`config.mk`:
```
export PLATFORM = sky130hd
export DESIGN_NAME = rf_hazard_unit
export DESIGN_NICKNAME = d
export VERILOG_FILES = /design/src/rtl/rf_hazard_unit_pkg.sv /design/src/rtl/rf_hazard_unit_fwd_sel.sv /design/src/rtl/rf_hazard_unit.sv
export SDC_FILE = /design/constraint.sdc
export NUM_CORES = 1
export LEC_CHECK = 0
export CAP_MARGIN = 25
export CORE_MARGIN = 4
export CORE_UTILIZATION = 50
export DETAILED_ROUTE_END_ITERATION = 6
export GPL_ROUTABILITY_DRIVEN = 0
export PLACE_DENSITY_LB_ADDON = 0.08
export SYNTH_ARGS = -nofsm -noshare
export SYNTH_HDL_FRONTEND = slang
export SYNTH_SLANG_ARGS = --single-unit
export TNS_END_PERCENT = 30
```
`constraint.sdc`:
```
create_clock -name CLK -period 3.3 [get_ports CLK]
set_input_delay 0.66 -clock CLK [delete_from_list [all_inputs] [get_ports CLK]]
set_output_delay 0.66 -clock CLK [all_outputs]
set_load 0.01 [all_outputs]
```
`src/rtl/rf_hazard_unit_pkg.sv`:
```
// Shared types and constants for the register-file hazard unit:
// forwarding-select encodings, the per-stage destination tag and the PC index.
package rf_hazard_unit_pkg;

  localparam int TAG_RBITS = 4;
  localparam logic [TAG_RBITS-1:0] PC_IDX = 4'd15;

  typedef enum logic [1:0] {
    FWD_RF  = 2'b00,
    FWD_EX  = 2'b01,
    FWD_MEM = 2'b10,
    FWD_WB  = 2'b11
  } fwd_sel_t;

  typedef struct packed {
    logic                 valid;
    logic [TAG_RBITS-1:0] rd;
    logic                 load;
  } tag_t;

  // R15 reads come from the PC path, so they can never match a pending write.
  function automatic logic tag_hit(input tag_t t, input logic [TAG_RBITS-1:0] src,
                                   input logic used);
    return used && t.valid && (t.rd == src) && (src != PC_IDX);
  endfunction

endpackage

```
`src/rtl/rf_hazard_unit_fwd_sel.sv`:
```
// Per-read-port resolver: picks the youngest in-flight producer of one source
// and flags a hazard that the pipeline must stall on.
module rf_fwd_sel
  import rf_hazard_unit_pkg::*;
#(
  parameter logic FWD_EN = 1'b1
) (
  input  logic [TAG_RBITS-1:0] src,
  input  logic                 used,
  input  tag_t                 ex,
  input  tag_t                 mem,
  input  tag_t                 wb,
  output logic [1:0]           sel,
  output logic                 hazard
);

  logic hit_ex;
  logic hit_mem;
  logic hit_wb;
  logic unused_loads;

  assign hit_ex       = tag_hit(ex, src, used);
  assign hit_mem      = tag_hit(mem, src, used);
  assign hit_wb       = tag_hit(wb, src, used);
  assign unused_loads = mem.load ^ wb.load;

  // Without forwarding every RAW dependence waits until the writer leaves WB.
  always_comb begin
    sel    = FWD_RF;
    hazard = 1'b0;
    if (FWD_EN) begin
      if (hit_ex)
        sel = FWD_EX;
      else if (hit_mem)
        sel = FWD_MEM;
      else if (hit_wb)
        sel = FWD_WB;
      hazard = hit_ex && ex.load;
    end else begin
      hazard = hit_ex || hit_mem || hit_wb;
    end
  end

endmodule

```
`src/rtl/rf_hazard_unit.sv`:
```
// Hazard unit for the 5-stage pipeline: shadows destination tags through
// EX/MEM/WB, drives forwarding selects, stalls/bubbles and the RF write port.
module rf_hazard_unit
  import rf_hazard_unit_pkg::*;
#(
  parameter logic FWD_EN = 1'b1,
  parameter int   RBITS  = TAG_RBITS
) (
  input  logic             CLK,
  input  logic             RST,
  input  logic [RBITS-1:0] ID_SA,
  input  logic [RBITS-1:0] ID_SB,
  input  logic [RBITS-1:0] ID_SD,
  input  logic [2:0]       ID_USE,
  input  logic [RBITS-1:0] ID_RD,
  input  logic             ID_WE,
  input  logic             ID_LOAD,
  input  logic             FLUSH,
  output logic [1:0]       FWD_A,
  output logic [1:0]       FWD_B,
  output logic [1:0]       FWD_D,
  output logic             HZPCld,
  output logic             IFID_LD,
  output logic             BUBBLE,
  output logic             RFLd,
  output logic [RBITS-1:0] C,
  output logic [15:0]      STALL_CNT
);

  tag_t       ex_tag;
  tag_t       mem_tag;
  tag_t       wb_tag;
  logic [2:0] hazard;
  logic       stall;

  rf_fwd_sel #(.FWD_EN(FWD_EN)) u_sel_a (
    .src(ID_SA), .used(ID_USE[0]), .ex(ex_tag), .mem(mem_tag), .wb(wb_tag),
    .sel(FWD_A), .hazard(hazard[0])
  );

  rf_fwd_sel #(.FWD_EN(FWD_EN)) u_sel_b (
    .src(ID_SB), .used(ID_USE[1]), .ex(ex_tag), .mem(mem_tag), .wb(wb_tag),
    .sel(FWD_B), .hazard(hazard[1])
  );

  rf_fwd_sel #(.FWD_EN(FWD_EN)) u_sel_d (
    .src(ID_SD), .used(ID_USE[2]), .ex(ex_tag), .mem(mem_tag), .wb(wb_tag),
    .sel(FWD_D), .hazard(hazard[2])
  );

  // A flush overrides a stall: the front end must fetch the branch target.
  assign stall   = |hazard;
  assign BUBBLE  = stall | FLUSH;
  assign HZPCld  = FLUSH | ~stall;
  assign IFID_LD = FLUSH | ~stall;

  assign RFLd = wb_tag.valid;
  assign C    = wb_tag.valid ? wb_tag.rd : '0;

  // Killed or stalled ID instructions enter EX as an invalid tag.
  always_ff @(posedge CLK or posedge RST) begin
    if (RST) begin
      ex_tag  <= '0;
      mem_tag <= '0;
      wb_tag  <= '0;
    end else begin
      ex_tag  <= '{valid: ID_WE & ~BUBBLE, rd: ID_RD, load: ID_LOAD};
      mem_tag <= ex_tag;
      wb_tag  <= mem_tag;
    end
  end

  always_ff @(posedge CLK or posedge RST) begin
    if (RST)
      STALL_CNT <= '0;
    else if (stall && !FLUSH && (STALL_CNT != 16'hFFFF))
      STALL_CNT <= STALL_CNT + 16'd1;
  end

endmodule

```
==> results of run 1 <==
[worst reg2reg max path, delay by kind of cell, from the launching register on]
| family | cells | cell delay (ps) |
|---|---|---|
| adder cells (fa/ha/maj) | 1 | 210 |
| flip-flops | 1 | 430 |
| multiplexers | 1 | 330 |
| AND/OR/NAND/NOR | 5 | 830 |
[where the power goes]
| part | internal [uW] | switching [uW] | total [uW] |
|---|---|---|---|
| Clock | 101 | 136 | 237 |
| Combinational | 86.1 | 64.8 | 151 |
| Sequential | 407 | 26.6 | 434 |
[final cells by class]
cell class	count	area, sq um
well taps	46	57.6
fillers	223	792
repair buffers	73	696
multi-input cells	135	967
clock buffers	6	51.3
clock inverters	2	10.0
flip-flops and latches	32	801
inverters	4	15.0
[per-stage QoR]
step           worst slack [ps]  instance area [sq um]  power (uW)  std cells  utilization (%)
2_1_floorplan               813                   1770         497        175                -
3_3_place_gp              -66.1                   2460         581        289             72.7
3_5_place_dp               -101                   2460         586        289             72.7
4_1_cts                   -41.9                   2550         825        298             75.3
5_1_grt                   -70.1                   2600         868        298             76.6
6_report                   12.8                   2600         822        298             76.6
[cells in the final DEF (no fill, tap or decap), drive strengths merged]
cell type      count
dlymetal6s2s       6
and2               4
or2                1
and4               1
xnor2             29
mux2               1
mux2i              1
nor4               7
or3                1
ha                 1
nor2              11
and3              11
nor2b              3
buf               20
dfrtp             32
o41ai              1
nand3             14
a21o               2
clkdlybuf4s50     47
nand2             10
clkinv             2
nand4             13
inv                4
nor3               3
clkbuf             6
xor2              21
[layer usage]
layer	global-route usage (%)	routed length [um]	vias to the layer above
met1	27.6	1960	773
met5	0	0	-
li1	-	-	756
met4	8.61	57	0
met3	6.82	235	8
met2	35.6	2160	52
[registers in the layout, indices dropped and copies added (netlist names)]
name / count
STALL_CNT: 16
mem_tag: 5
wb_tag: 4
RFLd: 1
ex_tag: 6
[timing repair]
item,CTS,global route
pin swaps,1,2
setup buffers,1,0
gates resized for setup,3,11
setup endpoints to repair,5,8
[cell families (layout without fill, tap and decap cells)]
| family | Yosys count | count (layout) |
|---|---|---|
| AOI/OAI and AO/OA | 3 | 3 |
| xor gates and xnor gates | 50 | 50 |
| adders and majority gates | 1 | 1 |
| buffers and inverters | 8 | 85 |
| DFF | 32 | 32 |
| muxes | 2 | 2 |
| and+or+nand+nor | 79 | 79 |
[path summary, 6_finish.rpt]
check / from / to / slack [ps]
setup / recovery: ID_SD[2] / FWD_D[1] / 10
hold / removal: mem_tag[5] / RFLd / 490
setup reg to reg: STALL_CNT[0] / STALL_CNT[1] / 1420
hold reg to reg: mem_tag[5] / RFLd / 490
max in group asynchronous: RST / mem_tag[5] / 2310
min in group asynchronous: RST / STALL_CNT[10] / 690
==> impl_metrics.toml, run 1 <==
[clock_tree]
clockBufferDepth = 2
cts_hold_buf = 0
clock_latency_ps = 330
htreeDepth = 2
cts_tree = "yes"
cts_buffers = 5
clk_pin_slew_worst_paths_ps = 110
cts-root-buf = "clkbuf_4"
cts.sinks = 32

[hold_path]
min_delay_path_depth = 0
hold_path.class = "register to register"

[yosys]
yosysWarnings = 0
ys_types = 25
synth_top_family_by_area = "XOR/XNOR gates"
synthAdderAreaFrac_pct = 0.706
synthTopCellsByCount = "dfrtp_1, xnor2_1, xor2_1, nand3_1, nand4_1"
ys_async_sr_fraction_pct = 100
netlist_area_sq_um = 1770
netlist_instances = 175
synth-seq-cells = 32
synth_top_area_cell = "dfrtp_1"
synth-main-ff-cell = "dfrtp_1"
synthDominantCellAreaShare_pct = 45.2
avgSynthCellArea_sq_um = 10.1
synth_sequential_area_ratio_pct = 45.2
synth_area_leaders = "dfrtp_1, xnor2_1, xor2_1"
yosysMostFrequentCell = "dfrtp_1"
synth_mux_area_share_pct = 1.20
synth_edf_count = 0
synth_compound_area_share_pct = 1.34
synth.net_count = 200
synth-xor-area-share_pct = 24.7
synth-simple-area-share_pct = 23.9

[worst_setup_path]
r2r_cells = 7
worstPathArrival_ps = 2630
critPathRequiredTime_ps = 2640
cpPeakStageDelay_ps = 540
slowest_stage = "clkdlybuf4s50_1"
critPathMaxFanout = 3
start_kind = "input pin"
cp_num_buf_inv = 3
cp_top_family = "buffers and inverters"
cp-end-kind = "output pin"
path_cells = "clkdlybuf4s50_1 > buf_4 > xor2_1 > nor4_2 > and3_1 > nor2_1 > nor2_1 > clkdlybuf4s50_1"
cp.depth = 8
crit_type = "input pin to output pin"

[cells_and_area]
nNetsFinal = 276
n_antenna_cell = 0
area_growth_pct = 46.5
layout-drive-gt1-share_pct = 14.7

[timing]
fin_crit_ps = 3290
worstMarginPinSlew_ps = 390
max_freq_mhz = 304
hold_violations = 0
finalMaxSlewViolations = 0
finalSetupTns_ps = 0
slew_headroom_pct = 74.0
fin_crit_sh_pct = 99.6
setup_viol = 0
rsz0062_at_grt = "true"
whs_ps = 494
fin_skew_ps = 17.1

[routing]
drt-pass1-iter-count = 4
via_per_inst = 5.33
post-route-drc-count = 0
routed_wl_mm = 4.42
vias = 1589
wl_per_cell_um = 14.8
ant_nets = 0
drt_iter0_markers = 100

[floorplanning]
ios = 54
fp-row-count = 21
fp.dieW_um = 67.5
die_h_um = 67.5
dieArea_sq_um = 4560
start_util_pct = 52.3
core-area_sq_um = 3390

[global_route]
antenna_found_initial = 0
grt_pass1_wl_mm = 7.48
grt_max_degree = 33
grt_pass1_vias = 1637
grt.total_usage_pct = 22.1
gr-total-overflow = 0

[power]
peakVddDrop_v = 0.000269
power_per_cell_area_nw_per_um2 = 317
p_leak_uw = 0.00116

[run_status]
status = "finished, final reports clean"

[placement]
dp_hpwl_mm = 3.34
io_buffers = 53

[run]
drv_cap = 0
(Power assumes the default switching activity.)
==> run 2, diff against run 1 <==
--- a/config.mk
+++ b/config.mk
@@ -8,6 +8,7 @@
 export CAP_MARGIN = 25
 export CORE_MARGIN = 4
 export CORE_UTILIZATION = 50
+export CTS_CLUSTER_DIAMETER = 150
 export DETAILED_ROUTE_END_ITERATION = 6
 export GPL_ROUTABILITY_DRIVEN = 0
 export PLACE_DENSITY_LB_ADDON = 0.08
==> results of run 2 <==
Final layout, timing and power as in run 1 (identical DEF).
==> run 3, diff against run 2 <==
--- a/config.mk
+++ b/config.mk
@@ -12,6 +12,7 @@
 export DETAILED_ROUTE_END_ITERATION = 6
 export GPL_ROUTABILITY_DRIVEN = 0
 export PLACE_DENSITY_LB_ADDON = 0.08
+export SKIP_LAST_GASP = 1
 export SYNTH_ARGS = -nofsm -noshare
 export SYNTH_HDL_FRONTEND = slang
 export SYNTH_SLANG_ARGS = --single-unit
==> impl_metrics.toml, run 3 (same netlist as run 1, synthesis figures left out) <==
[cells_and_area]
multi_input_area_sq_um = 961
layout_commonest_cell = "clkdlybuf4s50_1"
n_antenna_cell = 0
regArea_sq_um = 801
nFillCells = 227
largest_reg_flops = 16
regMostFlops = "STALL_CNT"
finish.utilization_pct = 76.2
area_growth_pct = 45.6
final_cell_mix = "clkdlybuf4s50_1, dfrtp_1, xnor2_1"
nNetsFinal = 276
layout-drive-gt1-share_pct = 14.3
reg_top3 = "STALL_CNT (16), ex_tag (6), mem_tag (5)"

[worst_setup_path]
crit_type = "input pin to output pin"
cp_num_buf_inv = 3
slowest_stage = "clkdlybuf4s50_1"
path_cells = "clkdlybuf4s50_1 > buf_4 > xor2_1 > nor4_2 > and3_1 > nor2_1 > nor2_1 > clkdlybuf4s50_1"
cp-end-kind = "output pin"
critPathRequiredTime_ps = 2640
start_kind = "input pin"
critPathMaxFanout = 3
cpPeakStageDelay_ps = 540
cp_top_family = "buffers and inverters"
worstPathArrival_ps = 2630

[floorplanning]
ios = 54
core-area_sq_um = 3390
fp-row-count = 21
dieArea_sq_um = 4560
start_util_pct = 52.3
fp.dieW_um = 67.5
die_h_um = 67.5

[power]
p_comb_share_pct = 18.3
p_leak_uw = 0.00114
power_per_cell_area_nw_per_um2 = 318
clkPwrFrac_pct = 28.9
p_switching_uw = 227
total_power_uw = 822
p_seq_share_pct = 52.8
internal-power_uw = 595
switching_share_pct = 27.6
peakVddDrop_v = 0.000269

[global_route]
grt_pass1_wl_mm = 7.47
grt_max_degree = 33
grt.total_usage_pct = 22.1
gr-total-overflow = 0
grt_pass1_vias = 1640
antenna_found_initial = 0

[clock_tree]
clk_pin_slew_worst_paths_ps = 120
cts.sinks = 32
htreeDepth = 2
cts_tree = "yes"
cts_buffers = 5
cts_hold_buf = 0
clockBufferDepth = 2
cts-root-buf = "clkbuf_4"
clock_latency_ps = 340

[placement]
io_buffers = 53
dp_hpwl_mm = 3.34

[timing]
fin_crit_ps = 3290
slew_headroom_pct = 74.0
rsz0062_at_grt = "true"
setup_viol = 0
fin_skew_ps = 17.4
hold_violations = 0
worstMarginPinSlew_ps = 390
fin_crit_sh_pct = 99.6
finalMaxSlewViolations = 0
max_freq_mhz = 304

[run]
drv_cap = 0

[routing]
drt-pass1-iter-count = 4
drt_iter0_markers = 87
via_per_inst = 5.33
post-route-drc-count = 0
wl_per_cell_um = 14.8
vias = 1588
ant_nets = 0
routed_wl_mm = 4.40

[hold_path]
hold_path.class = "register to register"

[run_status]
status = "finished, final reports clean"
run 3: cell types whose count changed in the layout (fill, tap and decap cells not counted):
cell | previous run | this run
clkdlybuf4s50_1 | 47 | 51
dlymetal6s2s_1 | 6 | 2
nor4_2 | 7 | 6
nor4_1 | 0 | 1
run 3: what timing repair did:
item,CTS,global route
setup endpoints to repair,5,9
hold endpoints to repair,0,0
resized for setup,1,8
buffers inserted,1,0
pin swaps,1,1
run 3: per-stage QoR:
step	area [sq um]	setup TNS, ps	setup slack, ps	hold slack, ps	instances
after detailed placement	2460	-350	-101	474	289
after global placement	2460	-83.8	-66.1	467	289
after floorplan	1770	0	813	394	175
final	2580	0	14.5	493	298
after global routing	2580	-474	-106	507	298
after CTS	2540	-84.4	-71.0	494	298
run 3: area by class of cell:
class	instances	area share (%)
Clock buffer	6	1.99
Clock inverter	2	0.388
Inverter	4	0.582
Multi-Input combinational cell	135	37.2
Sequential cell	32	31.0
Tap cell	46	2.23
Timing Repair Buffer	73	26.6
run 3: layer usage:
layer | up-vias | track usage (%) | share of wire (%)
met5 | - | 0 | 0
met4 | 0 | 9.37 | 1.2
li1 | 757 | - | -
met2 | 49 | 35.4 | 48
met1 | 776 | 27.5 | 44
met3 | 6 | 6.99 | 6.0
run 3: final timing paths:
check	startpoint	to	slack [ps]	cells past startpoint
worst max-delay path	ID_SD[2]	FWD_D[1]	10	8
worst min-delay path	mem_tag[5]	RFLd	490	0
worst max register to register	STALL_CNT[7]	STALL_CNT[8]	1420	7
worst min register to register	mem_tag[5]	RFLd	490	0
max in group asynchronous	RST	mem_tag[5]	2310	3
min in group asynchronous	RST	STALL_CNT[10]	690	3
run 3: power by group through the flow:
stage | Combinational [uW] | Sequential, uW | Clock [uW]
after floorplan | 61.1 | 436 | 0
after global placement | 140 | 441 | 0
after detailed placement | 145 | 442 | 0
after CTS | 147 | 434 | 243
after global routing | 165 | 437 | 265
final | 151 | 434 | 237
